--- config.mk ---
export PLATFORM = sky130hd
export DESIGN_NAME = video_pattern_gen
export DESIGN_NICKNAME = d
export VERILOG_FILES = /design/src/rtl/video_pkg.sv /design/src/rtl/pat_box_motion.sv /design/src/rtl/video_pattern_gen.sv
export SDC_FILE = /design/constraint.sdc
export NUM_CORES = 1
export LEC_CHECK = 0
export BUFFER_PORTS_ARGS = -buffer_cell sky130_fd_sc_hd__buf_2
export CAP_MARGIN = 20
export CELL_PAD_IN_SITES_DETAIL_PLACEMENT = 1
export CELL_PAD_IN_SITES_GLOBAL_PLACEMENT = 2
export CORE_MARGIN = 4
export CORE_UTILIZATION = 39
export CTS_BUF_LIST = sky130_fd_sc_hd__clkbuf_8
export DETAILED_ROUTE_END_ITERATION = 6
export GPL_TIMING_DRIVEN = 0
export PLACE_DENSITY_LB_ADDON = 0.08
export SLEW_MARGIN = 20
export SYNTH_ARGS = -nofsm -noshare
export SYNTH_HDL_FRONTEND = slang
export SYNTH_SLANG_ARGS = --single-unit
--- constraint.sdc ---
create_clock -name clk -period 6.5 [get_ports clk]
set_clock_uncertainty 0.1 [all_clocks]
set_input_delay 1.625 -clock clk [delete_from_list [all_inputs] [get_ports clk]]
set_output_delay 1.625 -clock clk [all_outputs]
set_load 0.02 [all_outputs]
--- src/rtl/video_pkg.sv ---
`default_nettype none
// ============================================================================
// Package     : video_pkg
// Description : Shared encodings and colour constants for the video test-pattern
//               source. Pattern-mode codes, the eight colour-bar values and the
//               BLACK/WHITE/BLUE constants used by the pixel selector.
// Revision    : 1.0  initial release
// ============================================================================
package video_pkg;

  // Pattern selection codes, as driven on mode_in
  typedef enum logic [1:0] {
    PAT_BARS = 2'd0,
    PAT_GRID = 2'd1,
    PAT_GRAD = 2'd2,
    PAT_BOX  = 2'd3
  } pat_mode_e;

  localparam logic [23:0] BLACK = 24'h000000;
  localparam logic [23:0] WHITE = 24'hFFFFFF;
  localparam logic [23:0] BLUE  = 24'h0000FF;

  // Standard colour bars, left to right
  localparam logic [23:0] BAR_RGB [0:7] = '{
    24'hFFFFFF,  // white
    24'hFFFF00,  // yellow
    24'h00FFFF,  // cyan
    24'h00FF00,  // green
    24'hFF00FF,  // magenta
    24'hFF0000,  // red
    24'h0000FF,  // blue
    24'h000000   // black
  };

endpackage : video_pkg
`default_nettype wire

--- src/rtl/pat_box_motion.sv ---
`default_nettype none
// ============================================================================
// Module      : pat_box_motion
// Description : Position state of the bouncing box. On each frame-start strobe
//               the box moves STEP pixels along each axis and reverses direction
//               when it reaches an edge of the active area (clamped to the edge).
// Ports       : clk, rstn (sync, active-low)
//               frame_start_i  one-cycle strobe at the start of each frame
//               box_x_o/box_y_o top-left corner of the box, active coordinates
// Revision    : 1.0  initial release
// ============================================================================
module pat_box_motion #(
  parameter int X_BITS = 12,
  parameter int Y_BITS = 12,
  parameter int H_ACT  = 1920,
  parameter int V_ACT  = 1080,
  parameter int BOX    = 64,
  parameter int STEP   = 2
) (
  input  logic              clk,
  input  logic              rstn,
  input  logic              frame_start_i,
  output logic [X_BITS-1:0] box_x_o,
  output logic [Y_BITS-1:0] box_y_o
);

  // Right/bottom-most legal position and the threshold at which the next step
  // would overshoot it.
  localparam logic [X_BITS-1:0] X_MAX  = X_BITS'(H_ACT - BOX);
  localparam logic [X_BITS-1:0] X_TURN = X_BITS'(H_ACT - BOX - STEP);
  localparam logic [X_BITS-1:0] X_STEP = X_BITS'(STEP);
  localparam logic [Y_BITS-1:0] Y_MAX  = Y_BITS'(V_ACT - BOX);
  localparam logic [Y_BITS-1:0] Y_TURN = Y_BITS'(V_ACT - BOX - STEP);
  localparam logic [Y_BITS-1:0] Y_STEP = Y_BITS'(STEP);

  logic [X_BITS-1:0] box_x_q, box_x_d;
  logic [Y_BITS-1:0] box_y_q, box_y_d;
  logic              right_q, right_d;   // 1: moving right
  logic              down_q,  down_d;    // 1: moving down

  always_comb begin
    box_x_d = box_x_q;
    right_d = right_q;
    if (right_q) begin
      if (box_x_q >= X_TURN) begin
        box_x_d = X_MAX;
        right_d = 1'b0;
      end else begin
        box_x_d = box_x_q + X_STEP;
      end
    end else begin
      if (box_x_q <= X_STEP) begin
        box_x_d = '0;
        right_d = 1'b1;
      end else begin
        box_x_d = box_x_q - X_STEP;
      end
    end
  end

  always_comb begin
    box_y_d = box_y_q;
    down_d  = down_q;
    if (down_q) begin
      if (box_y_q >= Y_TURN) begin
        box_y_d = Y_MAX;
        down_d  = 1'b0;
      end else begin
        box_y_d = box_y_q + Y_STEP;
      end
    end else begin
      if (box_y_q <= Y_STEP) begin
        box_y_d = '0;
        down_d  = 1'b1;
      end else begin
        box_y_d = box_y_q - Y_STEP;
      end
    end
  end

  always_ff @(posedge clk) begin
    if (!rstn) begin
      box_x_q <= '0;
      box_y_q <= '0;
      right_q <= 1'b1;
      down_q  <= 1'b1;
    end else if (frame_start_i) begin
      box_x_q <= box_x_d;
      box_y_q <= box_y_d;
      right_q <= right_d;
      down_q  <= down_d;
    end
  end

  assign box_x_o = box_x_q;
  assign box_y_o = box_y_q;

endmodule : pat_box_motion
`default_nettype wire

--- src/rtl/video_pattern_gen.sv ---
`default_nettype none
// ============================================================================
// Module      : video_pattern_gen
// Description : Test-pattern source placed after the HDMI timing generator.
//               Produces colour bars, grid, gradient or a bouncing box from the
//               incoming active coordinates, with sync/DE delayed to match the
//               two-stage pixel pipeline. Mode is latched at frame start.
// Ports       : clk, rstn (sync, active-low)
//               mode_in              requested pattern (see video_pkg)
//               vs_in/hs_in/de_in    timing from the timing generator
//               x_in/y_in            active coordinates, valid with de_in
//               vs_out/hs_out/de_out timing delayed by 2 clk
//               r_out/g_out/b_out    pixel colour, 0 when de_out is low
//               frame_cnt            frames started since reset (wraps)
// Revision    : 1.0  initial release
// ============================================================================
module video_pattern_gen
  import video_pkg::*;
#(
  parameter int X_BITS = 12,
  parameter int Y_BITS = 12,
  parameter int H_ACT  = 1920,
  parameter int V_ACT  = 1080,
  parameter int BOX    = 64,
  parameter int STEP   = 2
) (
  input  logic              clk,
  input  logic              rstn,
  input  logic [1:0]        mode_in,
  input  logic              vs_in,
  input  logic              hs_in,
  input  logic              de_in,
  input  logic [X_BITS-1:0] x_in,
  input  logic [Y_BITS-1:0] y_in,
  output logic              vs_out,
  output logic              hs_out,
  output logic              de_out,
  output logic [7:0]        r_out,
  output logic [7:0]        g_out,
  output logic [7:0]        b_out,
  output logic [7:0]        frame_cnt
);

  localparam int BAR_W = H_ACT / 8;

  // ---------------------------------------------------------------- frame start
  logic      vs_prev_q;
  logic      frame_start;
  pat_mode_e mode_q;
  logic [7:0] frame_cnt_q;

  // Stage-0 edge: the update lands on the same edge that sees vs rise, well
  // ahead of the first active pixel of the frame.
  assign frame_start = vs_in & ~vs_prev_q;

  always_ff @(posedge clk) begin
    if (!rstn) begin
      vs_prev_q   <= 1'b0;
      mode_q      <= PAT_BARS;
      frame_cnt_q <= '0;
    end else begin
      vs_prev_q <= vs_in;
      if (frame_start) begin
        mode_q      <= pat_mode_e'(mode_in);
        frame_cnt_q <= frame_cnt_q + 8'd1;
      end
    end
  end

  logic [X_BITS-1:0] box_x;
  logic [Y_BITS-1:0] box_y;

  pat_box_motion #(
    .X_BITS (X_BITS),
    .Y_BITS (Y_BITS),
    .H_ACT  (H_ACT),
    .V_ACT  (V_ACT),
    .BOX    (BOX),
    .STEP   (STEP)
  ) u_box_motion (
    .clk           (clk),
    .rstn          (rstn),
    .frame_start_i (frame_start),
    .box_x_o       (box_x),
    .box_y_o       (box_y)
  );

  // ---------------------------------------------------- stage 1: predicates
  logic [2:0]      bar_idx_d;
  logic            grid_d;
  logic            box_d;
  logic [X_BITS:0] grad_sum_d;
  logic [7:0]      grad_b_d;

  // Bar index by threshold comparison; the last threshold passed wins.
  always_comb begin
    bar_idx_d = '0;
    for (int k = 1; k < 8; k++) begin
      if (x_in >= X_BITS'(k * BAR_W)) begin
        bar_idx_d = 3'(k);
      end
    end
  end

  assign grid_d = (x_in[5:0] == 6'd0) || (y_in[5:0] == 6'd0) ||
                  (x_in == X_BITS'(H_ACT - 1)) || (y_in == Y_BITS'(V_ACT - 1));

  // Upper bounds are compared one bit wider so box_x + BOX cannot wrap.
  assign box_d = (x_in >= box_x) &&
                 ({1'b0, x_in} < ({1'b0, box_x} + (X_BITS+1)'(BOX))) &&
                 (y_in >= box_y) &&
                 ({1'b0, y_in} < ({1'b0, box_y} + (Y_BITS+1)'(BOX)));

  assign grad_sum_d = {1'b0, x_in} + (X_BITS+1)'(y_in);
  assign grad_b_d   = 8'(grad_sum_d >> 1);

  logic       vs1_q, hs1_q, de1_q;
  logic [2:0] bar_idx_q;
  logic       grid_q, box_q;
  logic [7:0] grad_r_q, grad_g_q, grad_b_q;

  always_ff @(posedge clk) begin
    if (!rstn) begin
      vs1_q     <= 1'b0;
      hs1_q     <= 1'b0;
      de1_q     <= 1'b0;
      bar_idx_q <= '0;
      grid_q    <= 1'b0;
      box_q     <= 1'b0;
      grad_r_q  <= '0;
      grad_g_q  <= '0;
      grad_b_q  <= '0;
    end else begin
      vs1_q     <= vs_in;
      hs1_q     <= hs_in;
      de1_q     <= de_in;
      bar_idx_q <= bar_idx_d;
      grid_q    <= grid_d;
      box_q     <= box_d;
      grad_r_q  <= x_in[7:0];
      grad_g_q  <= y_in[7:0];
      grad_b_q  <= grad_b_d;
    end
  end

  // ------------------------------------------------ stage 2: select + blank
  logic [23:0] rgb_d;

  always_comb begin
    rgb_d = BLACK;
    if (de1_q) begin
      unique case (mode_q)
        PAT_BARS: rgb_d = BAR_RGB[bar_idx_q];
        PAT_GRID: rgb_d = grid_q ? WHITE : BLACK;
        PAT_GRAD: rgb_d = {grad_r_q, grad_g_q, grad_b_q};
        PAT_BOX:  rgb_d = box_q ? WHITE : BLUE;
        default:  rgb_d = BLACK;
      endcase
    end
  end

  logic        vs2_q, hs2_q, de2_q;
  logic [23:0] rgb_q;

  always_ff @(posedge clk) begin
    if (!rstn) begin
      vs2_q <= 1'b0;
      hs2_q <= 1'b0;
      de2_q <= 1'b0;
      rgb_q <= '0;
    end else begin
      vs2_q <= vs1_q;
      hs2_q <= hs1_q;
      de2_q <= de1_q;
      rgb_q <= rgb_d;
    end
  end

  assign vs_out    = vs2_q;
  assign hs_out    = hs2_q;
  assign de_out    = de2_q;
  assign r_out     = rgb_q[23:16];
  assign g_out     = rgb_q[15:8];
  assign b_out     = rgb_q[7:0];
  assign frame_cnt = frame_cnt_q;

endmodule : video_pattern_gen
`default_nettype wire

==> results of run 1 <==
## area by class of cell
| class | instances | share of cell area, % |
|---|---|---|
| sequential | 93 | 29.3 |
| multi-input combinational | 508 | 54.6 |
| timing repair buffer | 65 | 5.11 |
| inverter | 34 | 2.01 |
| buffer | 38 | 2.46 |
| tap | 180 | 3.54 |
| clock buffer | 9 | 1.95 |
| clock inverter | 7 | 1.06 |
## power breakdown
| group | total, W | switching [W] | internal (W) |
|---|---|---|---|
| clock network | 0.000387 | 0.000238 | 0.000148 |
| logic | 0.000232 | 0.000146 | 0.0000856 |
| registers | 0.000608 | 0.0000131 | 0.000595 |
## state kept, by name, summed over array words and instances, names as in the netlist, 2 cells and up
| name | count |
|---|---|
| grad_b_q | 8 |
| u_box_motion.box_x_o | 11 |
| grad_g_q | 8 |
| mode_q | 2 |
| bar_idx_q | 3 |
| frame_cnt | 8 |
| u_box_motion.box_y_o | 11 |
| rgb_q | 24 |
| grad_r_q | 8 |
## stage by stage
stage / instance area [um^2] / worst slack, ns / hold WS [ns]
final: 6360 / 3.16 / 0.347
after global routing: 6360 / 3.09 / 0.372
after CTS: 6360 / 3.21 / 0.353
after detailed placement: 6170 / 2.79 / 0.327
after global placement: 6170 / 2.82 / 0.317
after floorplan: 5620 / 3.49 / 0.312
## worst min-delay path by stage
stage	start	to	slack (ns)	depth (start not counted)
finish	grad_b_q[5]	rgb_q[5]	0.35	1
global route	hs1_q	hs_out	0.37	1
CTS	grad_b_q[5]	rgb_q[5]	0.35	1
detailed placement	grad_b_q[5]	rgb_q[5]	0.33	1
global placement	hs1_q	hs_out	0.32	1
floorplan	hs1_q	hs_out	0.31	1
## cell families after synthesis
kind of cell	share of synthesized area [%]
AND/OR/NAND/NOR	24.3
adder cells (fa/ha/maj)	12.1
multiplexers	1.09
AO/OA/AOI/OAI	21.5
buffers and inverters	5.05
XOR/XNOR	2.81
flip-flops	33.1
## synth_stat cells, types with 6 or more instances
library cell and instances:
inv_1 34, nand2_1 58, nor2b_1 6, nor3b_1 6
and2_1 23, and3_1 9, nor2_1 38, o21a_1 12
dfxtp_1 93, nand3_1 22, o21ai_0 27, nand2b_1 10
a211oi_1 11, nor4_1 6, a21o_1 12, clkbuf_1 28
xor2_1 7, o211ai_1 7, a21oi_1 54, a31oi_1 7
nand4_1 16, or3_1 8, nor3_1 26, xnor2_1 11
ha_1 52
## layer usage
layer | share of wire [%] | global-route usage, % | wire [um]
met5 | 0 | 0 | 0
met4 | 2.3 | 7.05 | 410
met3 | 3.8 | 3.67 | 690
met2 | 48 | 38.5 | 8660
met1 | 46 | 29.7 | 8210
==> run summary, run 1 <==
CORE AREA: 0.0140 mm^2
CP startpoint kind: input port
# DRC: 0
CP peak stage delay: 0.58 ns
Leak: 2.62 nW
Synth warnings: 0
CP endpoint kind: flop
CP cell instances: buf_2 -> nor2b_1 -> clkbuf_1 -> buf_1 -> xnor2_1 -> nor2_1
Number of synthesized flops with an enable pin: 0
Final nets: 833
Syn nets: 757
Post-route clock period utilization: 51.4%
Worst Reg2Reg Path Length in Cells: 8
Vias per cell: 5.66
Area of the multi-input gates: 0.00347 mm^2
Pin slew with the least headroom to its limit: 0.738 ns
Clock Tree Root: clkbuf_8
Reg-to-Reg Start: u_box_motion.box_x_o[6]
Setup Fix Bufs, Post-CTS: 0
Buf+Inv Stages, Crit Path: 3
Commonest cells after routing, fill and taps aside: dfxtp_1 (93), buf_2 (70), nand2_1 (58), a21oi_1 (54), ha_1 (52)
Post-Route WL: 18000 um
Clock buffer depth: 2
First-pass iteration count of the detailed router: 4
Largest net degree at the start of global routing: 19
Max VDD drop: 0.0983 mV
Hpwl dp: 14200 um
RSZ-0062 raised after global routing: no
Overall power: 0.00123 W
Area Overhead vs Synth: 13.2%
GR Util All Layers: 22.7%
DR WL/cell: 19.2 um
Global-route wire length before repair: 29600 um
Setup tns final: 0 ns
Layout fillers: 1737
ANT cells: 0
Yosys top cell by area: dfxtp_1
WP data arrival: 3.49 ns
Worst-path maximum fanout: 10
Area share of the largest cell type after synthesis: 33.1%
Crit. path cell count: 6
I/O pin cnt: 66
FMAX: 0.299 GHz
Post-CTS Resized: 0
Clk slew on worst S/H paths: 0.10 ns
CTS tree: built
Initial drt markers: 275
Post-layout minimum cycle time: 3.34 ns
Vias in the first global route: 5528
Rows: 43
Status: complete, no violations
Final hold violation count: 0
Layout cell share with drive strength beyond 1: 13.8%
Final cell count without fillers: 934
Max-Cap Viols: 0
Synth async-reset ratio: 0%
Req. time, crit path: 6.65 ns
Commonest non-fill, non-tap cell in the layout: dfxtp_1
Slew headroom: 50.6%
Area contributors post-synth: dfxtp_1 (33%), ha_1 (12%), a21oi_1 (4.8%)
Die area: 0.0164 mm^2
Max-slew violation count: 0
Sequential area share after synthesis: 33.1%
Register area: 0.00186 mm^2
Cell variety after synth: 70
CP max stage cell: buf_1
Family with the most delay on the worst path: buffers and inverters
Gr ovfl total: 0
Setup Viol. Count Final: 0
Setup CP Type: input port to flop
Worst Hold Class: flop to flop
RR Endpoint: u_box_motion.box_x_o[10]
Chip height: 128 um
Clock latency on the worst-skew pair: 0.39 ns
Synthesized flop and latch total: 93
CTS Hold Bufs: 0
Num CTS Buffers: 9
Util after Layout: 45.5%
Mapped Avg Cell Area: 8.35 um^2
Power Dens Cells: 193 mW/mm^2
Cells after Synth: 673
GP Congestion: 0.893
Initial antenna violation count: 0
CTS sink cnt: 93
Worst reg-to-reg setup slack: 3.55 ns
Worst Setup SP: vs_in
Htree depth: 3
Die X: 128 um
Starting Density: 40.2%
Synth Cell Area: 0.00562 mm^2
Main synth FF type: dfxtp_1
Port bufs: 65
Routed Antenna Nets: 0
Vias post-DR: 5290
CP Capture Point: frame_cnt[0]
Post-Place Cells: 918
Power figures use the tool's default switching activity.
==> inputs of run 2 (changes only) <==
CORE_UTILIZATION = 37   (was 39)
clock period = 3.4 ns   (was 6.5 ns; I/O delays follow)
==> run 2 against run 1 <==
Effect of this change:
- via count up 0.89%
- routed wire length up 0.28%
- sequential power grew 91%
- final cell count increased by 0.43%
- critical path type is now flop to flop
- total power up 91%
- cell area about the same
- hold slack improved by 0.00051 ns
- sequential cell count stayed put
- core utilization decreased by 2.2 points
- global-route usage is 1.8 points lower
- clock-buffer cell count is 1 higher
==> run summary, run 2 (same netlist as run 1, synthesis figures left out) <==
Setup Viol. Count Final: 0 (unchanged)
Clock buffer depth: 2 (unchanged)
Setup Fix Bufs, Post-CTS: 0 (unchanged)
CP endpoint kind: flop
Clk network pwr share: 31.5% (about the same)
Layout cell share with drive strength beyond 1: 13.8% (unchanged)
Power Dens Cells: 368 mW/mm^2 (+91%)
Clk slew on worst S/H paths: 0.10 ns (about the same)
Setup CP Type: flop to flop
Internal: 0.00160 W (+93%)
Leak: 2.62 nW (-0.17%)
Worst Hold Class: flop to flop
Psw: 0.000744 W (+87%)
I/O pin cnt: 66 (unchanged)
Largest register FFs: 24 (unchanged)
Vias in the first global route: 5581 (+0.96%)
CORE AREA: 0.0147 mm^2 (+5.1%)
Chip height: 131 um (+2.5%)
CTS tree: built
Starting Density: 38.2% (-1.9 points)
Initial drt markers: 317 (+15%)
Pin slew with the least headroom to its limit: 0.742 ns (+0.00404 ns)
Final cell count without fillers: 938 (+0.43%)
Req. time, crit path: 3.58 ns (-3.07 ns)
CTS Hold Bufs: 0 (unchanged)
Vias per cell: 5.69 (+0.46%)
Max-Cap Viols: 0 (unchanged)
DR WL/cell: 19.2 um (-0.14%)
Post-layout minimum cycle time: 2.94 ns
Register share of total power: 49.6% (about the same)
Die area: 0.0172 mm^2 (+5.1%)
Port bufs: 65 (unchanged)
GP Congestion: 0.856 (-4.2%)
RSZ-0062 raised after global routing: no
Commonest cells after routing, fill and taps aside: dfxtp_1 (93), buf_2 (70), nand2_1 (58), a21oi_1 (54), ha_1 (52)
Hpwl dp: 14200 um (+0.20%)
GR Util All Layers: 21.0% (-1.8 points)
Worst-path maximum fanout: 9 (-1)
Post-Route WL: 18000 um (+0.28%)
Global-route wire length before repair: 29500 um (about the same)
WP data arrival: 3.12 ns (-0.37 ns)
Setup tns final: 0 ns (unchanged)
CTS sink cnt: 93 (unchanged)
Htree depth: 3 (unchanged)
Final nets: 833 (unchanged)
Reg with most FFs: rgb_q
Initial antenna violation count: 0 (unchanged)
Max-slew violation count: 0 (unchanged)
Post-CTS Resized: 0 (unchanged)
Gr ovfl total: 0 (unchanged)
Clock Tree Root: clkbuf_8
Post-route clock period utilization: 86.4%
Clock latency on the worst-skew pair: 0.38 ns (about the same)
Largest net degree at the start of global routing: 18 (-1)
Max VDD drop: 0.176 mV (+79%)
Area Overhead vs Synth: 13.2% (about the same)
First-pass iteration count of the detailed router: 5 (+1)
Die X: 131 um (+2.5%)
Routed Antenna Nets: 0 (unchanged)
Rows: 44 (+2.3%)
# DRC: 0 (unchanged)
Status: complete, no violations
Num CTS Buffers: 9 (unchanged)
FMAX: 0.340 GHz
Slew headroom: 50.5% (-0.088 points)
Vias post-DR: 5337 (+0.89%)
ANT cells: 0 (unchanged)
Final hold violation count: 0 (unchanged)
Comb power frac: 18.9% (about the same)
Net Sw Frac: 31.8% (-0.67 points)
Commonest non-fill, non-tap cell in the layout: dfxtp_1
Post-Place Cells: 922 (+0.44%)
CP startpoint kind: flop
run 2: stage by stage:
stage	cell area, um^2	hold WS, ns	worst slack [ns]	utilization, %	total power (W)
5_1_grt	6360	0.363	0.239	43.3	0.00246
3_3_place_gp	6170	0.316	0.462	42.0	0.00162
4_1_cts	6360	0.350	0.452	43.3	0.00237
3_5_place_dp	6170	0.325	0.431	42.0	0.00163
6_report	6360	0.347	0.462	43.3	0.00234
2_1_floorplan	5620	0.312	1.17	-	0.00147
run 2: layout make-up:
class	count	area [um^2]
clock inverter	6	51.3
sequential	93	1860
inverter	34	128
tap	184	230
clock buffer	10	138
buffer	38	156
multi-input combinational	508	3470
timing repair buffer	65	325
fill	1797	8340
run 2: worst max-delay path, cell delays in order (launching register included):
cell and delay, ns:
dfxtp_1 0.34, clkbuf_1 0.23, inv_1 0.23, ha_1 0.29, nor3b_1 0.46, o211ai_1 0.31, o21bai_1 0.56, a211oi_1 0.13
a21o_1 0.19
run 2: power by group through the flow:
stage | Sequential (W) | Combinational [W] | Clock [W]
floorplan | 0.00120 | 0.000270 | 0
global placement | 0.00119 | 0.000429 | 0
detailed placement | 0.00119 | 0.000442 | 0
CTS | 0.00116 | 0.000445 | 0.000765
global route | 0.00117 | 0.000495 | 0.000798
finish | 0.00116 | 0.000443 | 0.000737
run 2: worst paths after layout:
check,startpoint,end,slack [ns],cells past startpoint
worst max register to register,u_box_motion.box_x_o[6],u_box_motion.box_x_o[10],0.46,8
worst min register to register,hs1_q,hs_out,0.35,1
worst max-delay path,u_box_motion.box_x_o[6],u_box_motion.box_x_o[10],0.46,8
worst min-delay path,hs1_q,hs_out,0.35,1
run 2: metal layers:
layer | up-vias | wire, um | global-route usage (%)
li1 | 2602 | - | -
met1 | 2587 | 8430 | 27.6
met2 | 126 | 8570 | 35.5
met3 | 22 | 765 | 4.20
met4 | 0 | 249 | 4.96
met5 | - | 0 | 0
